### src/rtl/alu_sched_if.sv
// alu_sched_if: request, ALU and response signal bundle for alu_sched.
// Handshake rule for the req_* and resp_* channels: a transfer happens on a
// rising clk edge where valid and ready are both 1. A producer that raises
// valid keeps valid and its payload stable until that edge. alu_valid is a
// one-cycle issue strobe with no ready; alu_c is the ALU's registered result.
interface alu_sched_if;
  logic [1:0] req_valid;
  logic [1:0] req_ready;
  logic [3:0] req_sel;
  logic [7:0] req_a;
  logic [7:0] req_b;
  logic       alu_valid;
  logic [1:0] alu_sel;
  logic [3:0] alu_a;
  logic [3:0] alu_b;
  logic [6:0] alu_c;
  logic       resp_valid;
  logic       resp_ready;
  logic       resp_id;
  logic [6:0] resp_data;
  logic       resp_err;

  // Scheduler side.
  modport slave (
    input  req_valid, req_sel, req_a, req_b, alu_c, resp_ready,
    output req_ready, alu_valid, alu_sel, alu_a, alu_b,
           resp_valid, resp_id, resp_data, resp_err
  );

  // Requesters, ALU and response consumer side.
  modport master (
    output req_valid, req_sel, req_a, req_b, alu_c, resp_ready,
    input  req_ready, alu_valid, alu_sel, alu_a, alu_b,
           resp_valid, resp_id, resp_data, resp_err
  );
endinterface

### src/rtl/alu_sched.sv
// alu_sched: two-requester round-robin scheduler in front of a shared
// pipelined ALU with ALU_LAT cycles of latency. One operation is in flight
// at a time: IDLE grants, ISSUE strobes the ALU, WAIT counts the latency,
// RESP holds the result until the consumer takes it.
// Optional feature macro: ALU_SCHED_DIVZERO_EN -- a granted divide by zero
// bypasses the ALU and answers 7'h7F with resp_err set.
module alu_sched #(
  parameter int ALU_LAT = 1
) (
  input  logic       clk,
  input  logic       reset,
  alu_sched_if.slave bus,
  output logic [1:0] dbg_state
);

  typedef enum logic [1:0] {
    IDLE  = 2'd0,
    ISSUE = 2'd1,
    WAIT  = 2'd2,
    RESP  = 2'd3
  } state_e;

  localparam logic [2:0] LAST_CNT = 3'(ALU_LAT - 1);

  state_e     state_q, state_d;
  logic       ptr_q, ptr_d;
  logic [2:0] cnt_q, cnt_d;
  logic       alu_valid_q, alu_valid_d;
  logic [1:0] alu_sel_q, alu_sel_d;
  logic [3:0] alu_a_q, alu_a_d;
  logic [3:0] alu_b_q, alu_b_d;
  logic       resp_valid_q, resp_valid_d;
  logic       resp_id_q, resp_id_d;
  logic [6:0] resp_data_q, resp_data_d;
  logic       resp_err_q, resp_err_d;

  logic       gnt_any;
  logic       gnt_id;
  logic [1:0] gnt_sel;
  logic [3:0] gnt_a;
  logic [3:0] gnt_b;
  logic       gnt_dz;

  // Round-robin pick: the pointed-to requester wins if valid, else the other.
  always_comb begin
    gnt_any = (state_q == IDLE) && !reset && (|bus.req_valid);
    gnt_id  = bus.req_valid[ptr_q] ? ptr_q : ~ptr_q;
    gnt_sel = gnt_id ? bus.req_sel[3:2] : bus.req_sel[1:0];
    gnt_a   = gnt_id ? bus.req_a[7:4]   : bus.req_a[3:0];
    gnt_b   = gnt_id ? bus.req_b[7:4]   : bus.req_b[3:0];
`ifdef ALU_SCHED_DIVZERO_EN
    gnt_dz  = (gnt_sel == 2'd3) && (gnt_b == 4'd0);
`else
    gnt_dz  = 1'b0;
`endif
  end

  assign bus.req_ready = gnt_any ? (gnt_id ? 2'b10 : 2'b01) : 2'b00;

  // Next-state and next-output computation for the scheduler FSM.
  always_comb begin
    state_d      = state_q;
    ptr_d        = ptr_q;
    cnt_d        = cnt_q;
    alu_valid_d  = 1'b0;
    alu_sel_d    = alu_sel_q;
    alu_a_d      = alu_a_q;
    alu_b_d      = alu_b_q;
    resp_valid_d = resp_valid_q;
    resp_id_d    = resp_id_q;
    resp_data_d  = resp_data_q;
    resp_err_d   = resp_err_q;
    case (state_q)
      IDLE: begin
        if (gnt_any) begin
          alu_sel_d = gnt_sel;
          alu_a_d   = gnt_a;
          alu_b_d   = gnt_b;
          resp_id_d = gnt_id;
          ptr_d     = ~gnt_id;
          if (gnt_dz) begin
            // Divide by zero answered locally; the ALU never sees it.
            state_d      = RESP;
            resp_valid_d = 1'b1;
            resp_data_d  = 7'h7F;
            resp_err_d   = 1'b1;
          end else begin
            state_d     = ISSUE;
            alu_valid_d = 1'b1;
            resp_err_d  = 1'b0;
          end
        end
      end
      ISSUE: begin
        state_d = WAIT;
        cnt_d   = 3'd0;
      end
      WAIT: begin
        if (cnt_q == LAST_CNT) begin
          // alu_c is valid only in this cycle; take it as-is.
          resp_data_d  = bus.alu_c;
          resp_valid_d = 1'b1;
          cnt_d        = 3'd0;
          state_d      = RESP;
        end else begin
          cnt_d = cnt_q + 3'd1;
        end
      end
      RESP: begin
        if (bus.resp_ready) begin
          resp_valid_d = 1'b0;
          state_d      = IDLE;
        end
      end
      default: state_d = IDLE;
    endcase
  end

  // State and registered outputs; reset drops any in-flight operation.
  always_ff @(posedge clk) begin
    if (reset) begin
      state_q      <= IDLE;
      ptr_q        <= 1'b0;
      cnt_q        <= 3'd0;
      alu_valid_q  <= 1'b0;
      alu_sel_q    <= 2'd0;
      alu_a_q      <= 4'd0;
      alu_b_q      <= 4'd0;
      resp_valid_q <= 1'b0;
      resp_id_q    <= 1'b0;
      resp_data_q  <= 7'd0;
      resp_err_q   <= 1'b0;
    end else begin
      state_q      <= state_d;
      ptr_q        <= ptr_d;
      cnt_q        <= cnt_d;
      alu_valid_q  <= alu_valid_d;
      alu_sel_q    <= alu_sel_d;
      alu_a_q      <= alu_a_d;
      alu_b_q      <= alu_b_d;
      resp_valid_q <= resp_valid_d;
      resp_id_q    <= resp_id_d;
      resp_data_q  <= resp_data_d;
      resp_err_q   <= resp_err_d;
    end
  end

  assign bus.alu_valid  = alu_valid_q;
  assign bus.alu_sel    = alu_sel_q;
  assign bus.alu_a      = alu_a_q;
  assign bus.alu_b      = alu_b_q;
  assign bus.resp_valid = resp_valid_q;
  assign bus.resp_id    = resp_id_q;
  assign bus.resp_data  = resp_data_q;
`ifdef ALU_SCHED_DIVZERO_EN
  assign bus.resp_err   = resp_err_q;
`else
  assign bus.resp_err   = 1'b0;
`endif
  assign dbg_state      = state_q;

endmodule

### src/flat_wrapper.sv
// flat-port wrapper written by rule: the top's interface ports become plain ports
module alu_sched_flat 
#(
  parameter int ALU_LAT = 1
)
  (clk, reset, dbg_state, bus_req_valid, bus_req_sel, bus_req_a, bus_req_b, bus_alu_c, bus_resp_ready, bus_req_ready, bus_alu_valid, bus_alu_sel, bus_alu_a, bus_alu_b, bus_resp_valid, bus_resp_id, bus_resp_data, bus_resp_err);
  alu_sched_if bus_i ();
  input  logic clk;
  input  logic reset;
  output logic [1:0] dbg_state;
  input wire logic [$bits(bus_i.req_valid)-1:0] bus_req_valid;
  input wire logic [$bits(bus_i.req_sel)-1:0] bus_req_sel;
  input wire logic [$bits(bus_i.req_a)-1:0] bus_req_a;
  input wire logic [$bits(bus_i.req_b)-1:0] bus_req_b;
  input wire logic [$bits(bus_i.alu_c)-1:0] bus_alu_c;
  input wire logic [$bits(bus_i.resp_ready)-1:0] bus_resp_ready;
  output wire logic [$bits(bus_i.req_ready)-1:0] bus_req_ready;
  output wire logic [$bits(bus_i.alu_valid)-1:0] bus_alu_valid;
  output wire logic [$bits(bus_i.alu_sel)-1:0] bus_alu_sel;
  output wire logic [$bits(bus_i.alu_a)-1:0] bus_alu_a;
  output wire logic [$bits(bus_i.alu_b)-1:0] bus_alu_b;
  output wire logic [$bits(bus_i.resp_valid)-1:0] bus_resp_valid;
  output wire logic [$bits(bus_i.resp_id)-1:0] bus_resp_id;
  output wire logic [$bits(bus_i.resp_data)-1:0] bus_resp_data;
  output wire logic [$bits(bus_i.resp_err)-1:0] bus_resp_err;
  assign bus_i.req_valid = bus_req_valid;
  assign bus_i.req_sel = bus_req_sel;
  assign bus_i.req_a = bus_req_a;
  assign bus_i.req_b = bus_req_b;
  assign bus_i.alu_c = bus_alu_c;
  assign bus_i.resp_ready = bus_resp_ready;
  assign bus_req_ready = bus_i.req_ready;
  assign bus_alu_valid = bus_i.alu_valid;
  assign bus_alu_sel = bus_i.alu_sel;
  assign bus_alu_a = bus_i.alu_a;
  assign bus_alu_b = bus_i.alu_b;
  assign bus_resp_valid = bus_i.resp_valid;
  assign bus_resp_id = bus_i.resp_id;
  assign bus_resp_data = bus_i.resp_data;
  assign bus_resp_err = bus_i.resp_err;
  alu_sched #(.ALU_LAT(ALU_LAT)) u_core (.clk(clk), .reset(reset), .bus(bus_i), .dbg_state(dbg_state));
endmodule
### config.mk
export PLATFORM = sky130hd
export DESIGN_NAME = alu_sched_flat
export DESIGN_NICKNAME = d
export VERILOG_FILES = /design/src/rtl/alu_sched_if.sv /design/src/rtl/alu_sched.sv /design/src/flat_wrapper.sv
export SDC_FILE = /design/constraint.sdc
export NUM_CORES = 1
export LEC_CHECK = 0
export ABC_AREA = 1
export CAP_MARGIN = 20
export CORE_MARGIN = 5
export CORE_UTILIZATION = 44
export CTS_BUF_LIST = sky130_fd_sc_hd__clkbuf_8 sky130_fd_sc_hd__clkbuf_16
export DETAILED_ROUTE_END_ITERATION = 8
export GPL_TIMING_DRIVEN = 0
export PLACE_DENSITY = 0.82
export RECOVER_POWER = 25
export SLEW_MARGIN = 20
export SYNTH_ARGS = -nofsm -noshare
export SYNTH_HDL_FRONTEND = slang
export SYNTH_SLANG_ARGS = --single-unit
### constraint.sdc
create_clock -name clk -period 1.8 [get_ports clk]
set_input_delay 0.36 -clock clk [delete_from_list [all_inputs] [get_ports clk]]
set_output_delay 0.36 -clock clk [all_outputs]
set_load 0.005 [all_outputs]
==> flow_summary.json <==
{
  "run_status": "complete, no violations",
  "pwr-share-seq_pct": 33.3,
  "synth-simple-area-share_pct": 28.04,
  "timing.final.max_slew_violations": 0,
  "crit_required_ns": 1.44,
  "final.period_utilization_pct": 94.59,
  "synth_nets": 217,
  "yosys.area_share.adder_pct": 5.842,
  "arrival_ns": 1.34,
  "hold_viol": 0,
  "clockPowerShare_pct": 19.4,
  "crit_type": "in -> out",
  "worstPathCellList": "dlygate4sd2_1 -> inv_1 -> nand2_1 -> buf_4 -> a21oi_2 -> dlygate4sd2_1",
  "gp_congestion": 0.7686,
  "wire_length_of_the_first_global_routing_pass_um": 5526,
  "tritonroute_pass_1_iters": 4,
  "routedWlPerCell_um": 12.56,
  "switching_share_pct": 34.23,
  "clock_insertion_delay_worst_skew_ns": 0.27,
  "syn_inst": 179,
  "compound_gate_portion_of_the_synthesized_area_pct": 14.41,
  "antenna_violating_nets_post_route": 0,
  "htree_levels": 1,
  "crit_slowest_cell": "sky130_fd_sc_hd__dlygate4sd2_1",
  "fin_worst_skew_ns": 0.002596,
  "dr_total_vias": 1304,
  "drc": 0,
  "fmax_mhz": 587.4,
  "detailed_place_hpwl_um": 2522,
  "cts_tree": "done",
  "switchingPower_uw": 852.6,
  "grt_setup_unrepaired": "false",
  "post_synth_mux_area_share_pct": 0,
  "critical-path-top-cell-by-count": "sky130_fd_sc_hd__dlygate4sd2_1",
  "final.min_clock_period_ns": 1.703,
  "grt_start_max_net_pins": 16,
  "synth_cell_type_count": 24,
  "pwr_density_cell_nw_per_um2": 1262,
  "core.rowCount": 19,
  "nets_finish": 277,
  "ios": 57,
  "cts.clk_slew.worst_paths_ns": 0.09,
  "max-vdd-ir-drop_v": 0.0009961,
  "cp-end-kind": "output port",
  "setup_viol_count_final": 0,
  "die_x_um": 64.04,
  "setup_tns_ns": 0,
  "clk_root_buffer_cell": "sky130_fd_sc_hd__clkbuf_8",
  "pwr-share-comb_pct": 47.2,
  "synth_top_family_by_area": "simple AND/OR/NAND/NOR gates",
  "n_antenna_cell": 0,
  "global_route.usage.total_pct": 16.49,
  "worstHoldPathType": "reg -> reg",
  "cts.path.max_buffers": 2,
  "fin_hold_ws_ns": 0.4480,
  "cp-start-kind": "input pin",
  "numClockSinks": 26,
  "design.die.area_um2": 4101,
  "cts_made_buffers": 3,
  "via_count_of_the_first_global_routing_pass": 1229,
  "drv.max_cap_violation_count": 0,
  "vias_per_cell": 4.848,
  "die_h_um": 64.04,
  "intPower_mw": 1.638,
  "drt_first_iter_violations": 75,
  "post_synth.cell_area_avg_um2": 7.179,
  "grt_antenna_before_repair": 0,
  "critical_path_peak_fanout": 10,
  "worst-path-buf-inv": 4,
  "buffer_ports.inserted": 55,
  "synth_seq_cells": 26,
  "ys_warn_count": 0,
  "synth.cell_area_um2": 1285,
  "synth-seq-area-share_pct": 40.51,
  "detail_route.wirelength_um": 3378,
  "gr-total-overflow": 0,
  "layout-area-overhead-vs-synth_pct": 53.65,
  "core_area_um2": 2781,
  "max_stage_delay_ns": 0.28,
  "initial_utilization_pct": 46.20,
  "layout-drive-gt1-share_pct": 10.50,
  "synth_xor_xnor_area_share_pct": 0.6816,
  "p_leak_nw": 0.8386,
  "worst_path_dominant_cell_family": "buffers and inverters"
}
final cells by class:
cell class                      instances  area (um^2)
Fill cell                             244        807.0
Timing Repair Buffer                   55        544.3
Sequential cell                        26        523.0
Multi-Input combinational cell        124        655.6
Clock inverter                          1        30.03
Clock buffer                            3        41.29
Inverter                               19        71.32
Buffer                                 10        70.07
Tap cell                               31        38.79
power groups by stage:
stage | sequential (mW) | combinational (mW) | clock (mW)
after detailed placement | 0.834 | 1.12 | 0
after global routing | 0.856 | 1.32 | 0.523
final | 0.830 | 1.18 | 0.484
after CTS | 0.824 | 1.16 | 0.496
after global placement | 0.828 | 1.11 | 0
after floorplan | 0.837 | 0.649 | 0
cell families (layout without fill, tap and decap cells):
group,Yosys count,count (layout)
and+or+nand+nor,80,80
AOI/OAI and AO/OA,36,36
buffers and inverters,29,88
DFF,26,26
adders and majority gates,6,6
other,1,1
xor gates and xnor gates,1,1
cells in the mapped netlist:
| cell type | number | area share, % |
|---|---|---|
| sky130_fd_sc_hd__nor3_4 | 1 | 1.3 |
| sky130_fd_sc_hd__nand3b_1 | 1 | 0.58 |
| sky130_fd_sc_hd__dfxtp_1 | 26 | 41 |
| sky130_fd_sc_hd__conb_1 | 1 | 0.29 |
| sky130_fd_sc_hd__inv_1 | 15 | 4.4 |
| sky130_fd_sc_hd__a21oi_1 | 25 | 9.7 |
| sky130_fd_sc_hd__nand3_1 | 23 | 9.0 |
| sky130_fd_sc_hd__buf_2 | 6 | 2.3 |
| sky130_fd_sc_hd__nand4_1 | 1 | 0.49 |
| sky130_fd_sc_hd__or2_1 | 1 | 0.49 |
| sky130_fd_sc_hd__a211oi_1 | 1 | 0.58 |
| sky130_fd_sc_hd__clkbuf_1 | 1 | 0.29 |
| sky130_fd_sc_hd__o21ai_1 | 3 | 1.2 |
| sky130_fd_sc_hd__nand2_1 | 44 | 13 |
| sky130_fd_sc_hd__nor2_1 | 7 | 2.0 |
| sky130_fd_sc_hd__nand3b_2 | 1 | 0.88 |
| sky130_fd_sc_hd__xor2_1 | 1 | 0.68 |
| sky130_fd_sc_hd__nor2_2 | 1 | 0.49 |
| sky130_fd_sc_hd__buf_4 | 2 | 1.2 |
| sky130_fd_sc_hd__o21ai_0 | 6 | 2.3 |
| sky130_fd_sc_hd__buf_6 | 1 | 0.88 |
| sky130_fd_sc_hd__o21bai_1 | 1 | 0.58 |
| sky130_fd_sc_hd__inv_2 | 4 | 1.2 |
| sky130_fd_sc_hd__ha_1 | 6 | 5.8 |
tightest hold or removal path: cells and delay by family, from the launching register on:
kind	cells	cell delay [ns]
buf+inv	1	0.05
compound gates	1	0.05
flops	1	0.32
final timing paths:
| path | from | to | slack [ns] | cells past startpoint |
|---|---|---|---|---|
| setup / recovery | bus_req_valid[1] | bus_req_ready[0] | 0.1 | 6 |
| hold / removal | u_core.bus.resp_data[4]$_SDFFE_PP0P_ | u_core.bus.resp_data[4]$_SDFFE_PP0P_ | 0.45 | 2 |
| setup reg to reg | u_core.dbg_state[1]$_SDFFE_PP0P_ | u_core.bus.alu_b[3]$_SDFFE_PP0P_ | 0.27 | 7 |
| hold reg to reg | u_core.bus.resp_data[4]$_SDFFE_PP0P_ | u_core.bus.resp_data[4]$_SDFFE_PP0P_ | 0.45 | 2 |
flip-flops by register name, summed over array words and instances, names as in the netlist:
signal,cells
u_core.ptr_q,1
u_core.cnt_q,3
u_core.bus.alu_a,4
u_core.bus.alu_valid,1
u_core.bus.resp_valid,1
u_core.bus.resp_data,7
u_core.dbg_state,2
u_core.bus.alu_b,4
u_core.bus.resp_id,1
u_core.bus.alu_sel,2
stage by stage:
step                power [mW]  area [um^2]  utilization, %  cells  setup WS (ns)
floorplan                1.486         1285               -    179         0.5407
global placement         1.938         1874           67.39    265        -0.4680
detailed placement       1.958         1874           67.39    265        -0.4719
CTS                      2.483         1973           70.94    269       0.003265
global route             2.703         1974           70.99    269        0.01718
finish                   2.491         1974           70.99    269        0.09744
cell usage in the layout, fill, tap and decap left out, types with 2 or more instances in the layout:
cell type	netlist	routed
sky130_fd_sc_hd__a21oi_1	25	23
sky130_fd_sc_hd__a21oi_2	0	2
sky130_fd_sc_hd__buf_2	6	2
sky130_fd_sc_hd__buf_4	2	6
sky130_fd_sc_hd__clkbuf_8	0	3
sky130_fd_sc_hd__clkdlybuf4s50_1	0	50
sky130_fd_sc_hd__dfxtp_1	26	24
sky130_fd_sc_hd__dfxtp_2	0	2
sky130_fd_sc_hd__dlygate4sd2_1	0	5
sky130_fd_sc_hd__ha_1	6	5
sky130_fd_sc_hd__inv_1	15	14
sky130_fd_sc_hd__inv_2	4	5
sky130_fd_sc_hd__nand2_1	44	44
sky130_fd_sc_hd__nand3_1	23	23
sky130_fd_sc_hd__nor2_1	7	7
sky130_fd_sc_hd__o21ai_0	6	6
sky130_fd_sc_hd__o21ai_1	3	3
what timing repair did:
action / in CTS / in global routing
hold buffers: 0 / 0
pin swaps: 1 / 0
buffers inserted: 0 / 0
setup endpoints to repair: 2 / 2
resized for setup: 14 / 5
metal layers:
| layer | global-route usage (%) | wire [um] |
|---|---|---|
| met5 | 0 | 0 |
| met4 | 3.896 | 27 |
| met3 | 5.254 | 300 |
| met1 | 20.79 | 1590 |
| met2 | 27.26 | 1458 |
No activity file was read; power rests on OpenSTA's default activity.
